===== config.mk =====
export PLATFORM = sky130hd
export DESIGN_NAME = intersect_unit
export DESIGN_NICKNAME = d
export VERILOG_FILES = /design/src/rtl/intersect_unit.sv
export SDC_FILE = /design/constraint.sdc
export NUM_CORES = 1
export LEC_CHECK = 0
export CORE_MARGIN = 1
export CORE_UTILIZATION = 44
export CTS_CLUSTER_SIZE = 8
export DETAILED_ROUTE_END_ITERATION = 8
export PLACE_DENSITY = 0.85
export SYNTH_ARGS = -nofsm -noshare
export SYNTH_HDL_FRONTEND = slang
export SYNTH_SLANG_ARGS = --single-unit

===== constraint.sdc =====
create_clock -name clk -period 3.6 [get_ports clk]
set_input_delay 0.54 -clock clk [delete_from_list [all_inputs] [get_ports clk]]
set_output_delay 0.54 -clock clk [all_outputs]
set_load 0.01 [all_outputs]

===== src/rtl/intersect_unit.sv =====
// intersect_unit: two-way sparse coordinate intersector for a pair of scanner (coord,pos) streams
// Inputs : clk, rst_n (async, active-high), clk_en, flush, tile_en,
//          coord_in_{0,1}/pos_in_{0,1} token lanes with valid, ready out
// Outputs: coord_out/pos_out_{0,1} triple with per-output valid, ready in,
//          match_count (data matches this transaction), error (sticky control mismatch)
module intersect_unit #(
  parameter int DATA_W = 16
) (
  input  logic              clk,
  input  logic              rst_n,
  input  logic              clk_en,
  input  logic              flush,
  input  logic              tile_en,
  input  logic [DATA_W:0]   coord_in_0,
  input  logic              coord_in_0_valid,
  output logic              coord_in_0_ready,
  input  logic [DATA_W:0]   coord_in_1,
  input  logic              coord_in_1_valid,
  output logic              coord_in_1_ready,
  input  logic [DATA_W:0]   pos_in_0,
  input  logic              pos_in_0_valid,
  output logic              pos_in_0_ready,
  input  logic [DATA_W:0]   pos_in_1,
  input  logic              pos_in_1_valid,
  output logic              pos_in_1_ready,
  output logic [DATA_W:0]   coord_out,
  output logic              coord_out_valid,
  input  logic              coord_out_ready,
  output logic [DATA_W:0]   pos_out_0,
  output logic              pos_out_0_valid,
  input  logic              pos_out_0_ready,
  output logic [DATA_W:0]   pos_out_1,
  output logic              pos_out_1_valid,
  input  logic              pos_out_1_ready,
  output logic [15:0]       match_count,
  output logic              error
);
  logic [DATA_W:0] r_c, r_p0, r_p1;
  logic [2:0]      r_pend;
  logic [15:0]     r_cnt;
  logic            r_err;
  logic [2:0]      w_vld, w_acc;
  logic            w_en, w_can, w_go, w_d0, w_d1, w_dn0, w_dn1, w_st0, w_st1;
  logic            w_same, w_lt, w_gt, w_pop0, w_pop1, w_emit, w_bad;
  // handshakes are only honoured while state can actually advance, so no
  // acceptance or pop is ever lost during a hold or a flush
  assign w_en  = tile_en & clk_en & ~flush;
  assign w_vld = r_pend & {3{w_en}};
  assign w_acc = w_vld & {pos_out_1_ready, pos_out_0_ready, coord_out_ready};
  assign w_can = ~|(r_pend & ~w_acc);
  assign w_go  = w_en & w_can & coord_in_0_valid & pos_in_0_valid & coord_in_1_valid & pos_in_1_valid;
  assign w_d0  = ~coord_in_0[DATA_W];
  assign w_d1  = ~coord_in_1[DATA_W];
  assign w_dn0 = coord_in_0[DATA_W] & (coord_in_0[9:8] == 2'b01);
  assign w_dn1 = coord_in_1[DATA_W] & (coord_in_1[9:8] == 2'b01);
  assign w_st0 = ~w_d0 & ~w_dn0;
  assign w_st1 = ~w_d1 & ~w_dn1;
  assign w_lt  = coord_in_0[DATA_W-1:0] < coord_in_1[DATA_W-1:0];
  assign w_gt  = coord_in_1[DATA_W-1:0] < coord_in_0[DATA_W-1:0];
  // matching heads of the same kind: emit and pop both lanes
  assign w_same = (w_d0 & w_d1 & ~w_lt & ~w_gt) | (w_dn0 & w_dn1) |
                  (w_st0 & w_st1 & (coord_in_0[7:0] == coord_in_1[7:0]));
  // mismatched control pair: stop lanes pop, a done waits for its partner
  assign w_pop0 = w_go & (w_same | (w_d0 & (~w_d1 | w_lt)) | (~w_d0 & ~w_d1 & ~w_dn0));
  assign w_pop1 = w_go & (w_same | (w_d1 & (~w_d0 | w_gt)) | (~w_d0 & ~w_d1 & ~w_dn1));
  assign w_emit = w_go & w_same;
  assign w_bad  = w_go & ~w_d0 & ~w_d1 & ~w_same;
  assign coord_in_0_ready = w_pop0;
  assign pos_in_0_ready   = w_pop0;
  assign coord_in_1_ready = w_pop1;
  assign pos_in_1_ready   = w_pop1;
  assign coord_out        = r_c;
  assign pos_out_0        = r_p0;
  assign pos_out_1        = r_p1;
  assign coord_out_valid  = w_vld[0];
  assign pos_out_0_valid  = w_vld[1];
  assign pos_out_1_valid  = w_vld[2];
  assign match_count      = r_cnt;
  assign error            = r_err;
  always_ff @(posedge clk or posedge rst_n) begin
    if (rst_n) begin
      r_c    <= '0;
      r_p0   <= '0;
      r_p1   <= '0;
      r_pend <= '0;
      r_cnt  <= '0;
      r_err  <= 1'b0;
    end else if (flush) begin
      r_c    <= '0;
      r_p0   <= '0;
      r_p1   <= '0;
      r_pend <= '0;
      r_cnt  <= '0;
      r_err  <= 1'b0;
    end else if (tile_en & clk_en) begin
      r_pend <= w_emit ? 3'b111 : r_pend & ~w_acc;
      if (w_emit) begin
        r_c  <= coord_in_0;
        r_p0 <= w_d0 ? pos_in_0 : coord_in_0;
        r_p1 <= w_d0 ? pos_in_1 : coord_in_0;
      end
      if (w_emit & w_dn0)
        r_cnt <= '0;
      else if (w_emit & w_d0 & ~&r_cnt)
        r_cnt <= r_cnt + 16'd1;
      if (w_bad)
        r_err <= 1'b1;
    end
  end
endmodule


== Word level (Yosys, flattened, before mapping) ==
Cells that the tools add are included.

* Magnitude comparators: 2
* Equality and inequality tests: 3
* Reduce and logical (&&, ||, !) cells: 11
* Bitwise logic cells: 51
* Mux-type cells: 21
* $add $sub $neg: 1

{| class="wikitable"
|+ Operator list
! cell !! count
|-
| 2-to-1 mux 17 bit || 11
|-
| 2-to-1 mux 16 bit || 4
|-
| less-than comparator 16 bit || 2
|-
| AND 1 bit || 31
|-
| adder 16 x 1 -> 16 bit (second input constant) || 1
|-
| AND reduction 16 bit || 1
|-
| AND 3 bit || 3
|-
| 2-to-1 mux 3 bit || 3
|-
| equality test 8 bit || 1
|-
| inverter 1 bit || 8
|-
| bitwise OR 1 bit || 8
|-
| AND reduction 2 bit || 3
|-
| nonzero test 2 bit || 3
|-
| equality test 2 x 1 -> 1 bit (second input constant) || 2
|-
| 2-to-1 mux 1 bit || 3
|-
| inverter 3 bit || 1
|-
| nonzero test 3 bit || 1
|-
| OR reduction 3 bit || 1
|-
| logical NOT 1 bit || 2
|}

* Word-level logic and storage cells: 95
* Register bits after elaboration: 71
* Output and inout bits: 75
* Input bits: 80

== Longest topological paths before layout ==
* Depth in word-level cells: 20
* Gate-level depth with buffers: 11
* Depth with buffers taken out: 8

== Least setup slack after synthesis ==
No wires, ideal clock.

* Path type: input-to-output
* Start: input port coord_in_0[14]
* End: output port pos_in_1_ready
* Arrival time: 2.631 ns
* Required time: 3.060 ns
* Buffers on the path: 2
* Stages on the path: 10
* Slack: 0.429 ns
* Cell sequence: inv_1 > ha_1 > a21oi_1 > a21boi_1 > or3_1 > or3_4 > a21oi_2 > buf_2 > o21ai_0 > buf_4

* Word-level cells in the longest chain between the ends: 9
* Elaborated cells on any way between the ends: 13

{| class="wikitable"
|+ Ends and longest elaborated chain
! what !! line !! source
|-
| start: declaration || 14 || <nowiki>input logic [DATA_W:0] coord_in_0,</nowiki>
|-
| less-than comparator 16 bit || 58 || <nowiki>assign w_lt = coord_in_0[DATA_W-1:0] < coord_in_1[DATA_W-1:0];</nowiki>
|-
| inverter 1 bit || 61 || <nowiki>assign w_same = (w_d0 & w_d1 & ~w_lt & ~w_gt) | (w_dn0 & w_dn1) |</nowiki>
|-
| AND 1 bit (2 in a row) || 61 ||
|-
| bitwise OR 1 bit (2 in a row) || 61 ||
|-
| bitwise OR 1 bit * (2 in a row) || 65 || <nowiki>assign w_pop1 = w_go & (w_same | (w_d1 & (~w_d0 | w_gt)) | (~w_d0 & ~w_d1 & ~w_dn1));</nowiki>
|-
| AND 1 bit * || 65 ||
|-
| end: declaration || 25 || <nowiki>output logic pos_in_1_ready,</nowiki>
|}

Every way passes the cells marked *; elsewhere a longest branch is shown, timed or not.

== Final worst setup path ==
* Start: input port coord_in_0[7]
* End: output port coord_in_0_ready

* Word-level cells in the longest chain between the ends: 9
* Elaborated cells on any way between the ends: 15

{| class="wikitable"
|+ Ends and longest elaborated chain
! what !! line !! source
|-
| less-than comparator 16 bit || 58 ||
|-
| inverter 1 bit || 61 ||
|-
| AND 1 bit (2 in a row) || 61 ||
|-
| bitwise OR 1 bit (2 in a row) || 61 ||
|-
| bitwise OR 1 bit * (2 in a row) || 64 || <nowiki>assign w_pop0 = w_go & (w_same | (w_d0 & (~w_d1 | w_lt)) | (~w_d0 & ~w_d1 & ~w_dn0));</nowiki>
|-
| AND 1 bit * || 64 ||
|-
| end: declaration || 16 || <nowiki>output logic coord_in_0_ready,</nowiki>
|}

Marks and branches as above.

==> flow_summary.yaml <==
sta:
  setup-tns-final_ns: 0
  finalCriticalPeriod_ns: 3.50
  max_freq_mhz: 286
  setup_viol: 0
  worstMarginPinSlew_ns: 0.777
  fin_crit_sh: 0.972
  final_max_slew_viol_count: 0
  holdWs_ns: 0.495
  finalHoldViolCount: 0
  finalWorstSetupSlack_ns: 0.0993
  slew_headroom: 0.482
  clock_skew_ns: 0.00782
place:
  dp_slack_ns: -0.273
  placed_area_sq_mm: 0.00584
  gp_congestion: 0.844
  placedCellCount: 649
  hpwlAfterDp_mm: 8.92
  numPortBuffers: 154
drt:
  first_pass_iters: 4
  drt_wl_total_mm: 12.1
  drcViolationCount: 0
  vias: 3769
  drt_iter0_drc: 139
  ant_nets: 0
  viasPerCell: 5.68
  routedWlPerCell_um: 18.2
outcome:
  status: "completed"
global_route:
  antenna_found_initial: 0
  grt_pass1_vias: 3887
  grt_pass1_wl_mm: 19.3
  grt_remaining_overflow: 0
  grt_max_degree: 72
  track_usage: 0.262
final_layout:
  nets: 649
  areaGrowthSynthToFinish_pct: 52.6
  num_antenna_cells: 0
  layout_commonest_cell: "clkdlybuf4s50_1"
  drive_above_1_share: 0.142
  layout.filler_cells: 653
  multi_input_area_sq_mm: 0.00202
  final-instance-count-excl-fill: 664
  final_area_sq_mm: 0.00606
  seqCellArea_sq_mm: 0.00178
  final_cell_mix: "clkdlybuf4s50_1, dfrtp_1, mux2i_1"
yosys:
  synth_area_sq_mm: 0.00398
  synth_top_family_by_area: "compound AO/OA/AOI/OAI gates"
  yosys.area.top_type: "dfrtp_1"
  synth-compound-area-share: 0.201
  synth_area_leaders: "dfrtp_1, mux2i_1, ha_1"
  async_flop_share: 1.00
  ys_seq_area_frac: 0.447
  synth.avg_cell_area_sq_um: 10.7
  synth_fa_ha_area_frac: 0.0535
  synth_nets: 469
  synth_seq_cells: 71
  synth_mux_area_frac: 0.101
  synth_xor_area_frac: 0
  synthFlopType: "dfrtp_1"
  synth_top_area_frac: 0.447
  synth_cell_types: 46
  synth_cells: 372
  synth-edff-count: 0
  synth_simple_gate_area_frac: 0.140
  ys_warn_count: 0
cts:
  clkSlewWorstSetupHoldPaths_ns: 0.07
  clk_latency_ns: 0.35
  cts_buffers: 9
  post_cts_buffers: 0
  cts.root.buffer_cell: "clkbuf_8"
  htree_levels: 3
  cts_hold_buf: 0
  cts_buffer_depth: 2
  cts_tree: "yes"
  cts.sinks: 71
critical_path:
  worstPathArrival_ns: 2.96
  crit_chain: "clkdlybuf4s50_1, inv_1, ha_1, a21oi_2, o21ai_2, or3_1, or3_4, a21oi_4, nand2_2, dlygate4sd2_1"
  ff2ff_path_depth: 7
  required_ns: 3.06
  critical_path.top_delay_family: "buffers and inverters"
  cp_slowest_cell: "clkdlybuf4s50_1"
  cp.buffers_inverters: 3
  criticalPathCategory: "input pin to output port"
  path_depth: 10
  crit_path_start_kind: "input pin"
  crit_fanout: 4
  max_stage_delay_ns: 0.48
  endpoint_kind: "output port"
power:
  p_sw_frac: 0.250
  switching_power_mw: 0.434
  ir_drop_mv: 0.168
  power_frac_comb: 0.163
  p_leak_nw: 2.71
  clockPowerShare: 0.377
  p_per_area_mw_per_mm2: 286
  seqPwrFrac: 0.460
  power.internal_mw: 1.30
floorplanning:
  num_io_pins: 155
  die_w_um: 97.1
  die_y_um: 97.1
  initial_core_util: 0.456
  row_count: 34
  die_area_sq_mm: 0.00942
  fp.coreArea_sq_mm: 0.00872
run:
  max_cap_viol_count: 0
worst_hold_path:
  hold_depth: 1
  hold_path_class: "register to register"
[worst reg2reg max path, cell delays in order (launching register included)]
cell and delay [ns]:
dfrtp_1 0.41, a222oi_1 0.33, buf_4 0.19, nand2_1 0.13, nor3_2 0.32, buf_4 0.21
a21o_1 0.60, a22o_1 0.28
[power by group through the flow]
stage / combinational [mW] / sequential [mW] / clock, mW
after floorplan: 0.116 / 0.813 / 0
after global placement: 0.266 / 0.813 / 0
after detailed placement: 0.276 / 0.813 / 0
after CTS: 0.278 / 0.797 / 0.665
after global routing: 0.308 / 0.797 / 0.702
final: 0.283 / 0.797 / 0.654
[stage by stage]
stage	util	total power [mW]
final	0.695	1.73
after global routing	0.695	1.81
after CTS	0.692	1.74
after detailed placement	0.669	1.09
after global placement	0.669	1.08
after floorplan	-	0.930
[synth_stat cells (all sizes together) (6+ instances only)]
cell	n
or3	6
nand4	12
and2	6
ha	17
clkbuf	7
a22o	17
nor3	10
a21oi	15
inv	24
mux2i	40
nand3	14
or4	6
nor2	12
buf	16
nand2	24
dfrtp	71
o2bb2ai	32
[final cells by class]
class | count | share of cell area
clock buffers | 12 | 0.0256
clock inverters | 3 | 0.00701
inverters | 24 | 0.0149
multi-input cells | 254 | 0.334
flip-flops and latches | 71 | 0.293
well taps | 108 | 0.0223
repair buffers | 192 | 0.304
[repair_timing]
| action | in CTS | in global routing |
|---|---|---|
| pin swaps | 0 | 1 |
| endpoints found under the setup margin | 4 | 4 |
| gates resized for setup | 7 | 6 |
[layer usage]
| layer | part of all wire | GRT usage | vias to the layer above |
|---|---|---|---|
| li1 | - | - | 1756 |
| met5 | 0 | 0 | - |
| met2 | 0.50 | 0.454 | 133 |
| met1 | 0.39 | 0.291 | 1864 |
| met4 | 0.021 | 0.108 | 0 |
| met3 | 0.083 | 0.0935 | 16 |
[logic make-up (layout without fill, tap and decap cells)]
logic type	after synthesis	in the layout
adder cells (fa/ha/maj)	17	17
buffers and inverters	47	231
multiplexers	40	40
AND/OR/NAND/NOR	104	104
AO/OA/AOI/OAI	93	93
flip-flops	71	71
[sequential cells by signal, summed over array words and instances (netlist names)]
name	count
pos_out_0	17
coord_out	17
match_count	16
r_pend	3
pos_out_1	17
error	1
[worst paths after layout]
kind                       slack (ns)                     endpoint                startpoint
max                               0.1             coord_in_0_ready             coord_in_0[7]
min reg2reg                      0.50     pos_out_0[7]$_DFFE_PP0P_  pos_out_0[7]$_DFFE_PP0P_
max in group asynchronous        2.71    pos_out_0[12]$_DFFE_PP0P_                     rst_n
min in group asynchronous        0.59  match_count[12]$_DFFE_PP0P_                     rst_n
min                              0.50     pos_out_0[7]$_DFFE_PP0P_  pos_out_0[7]$_DFFE_PP0P_
max reg2reg                      1.09    coord_out[13]$_DFFE_PP0P_     r_pend[0]$_DFFE_PP0P_
No activity file was read; power rests on OpenSTA's default activity.
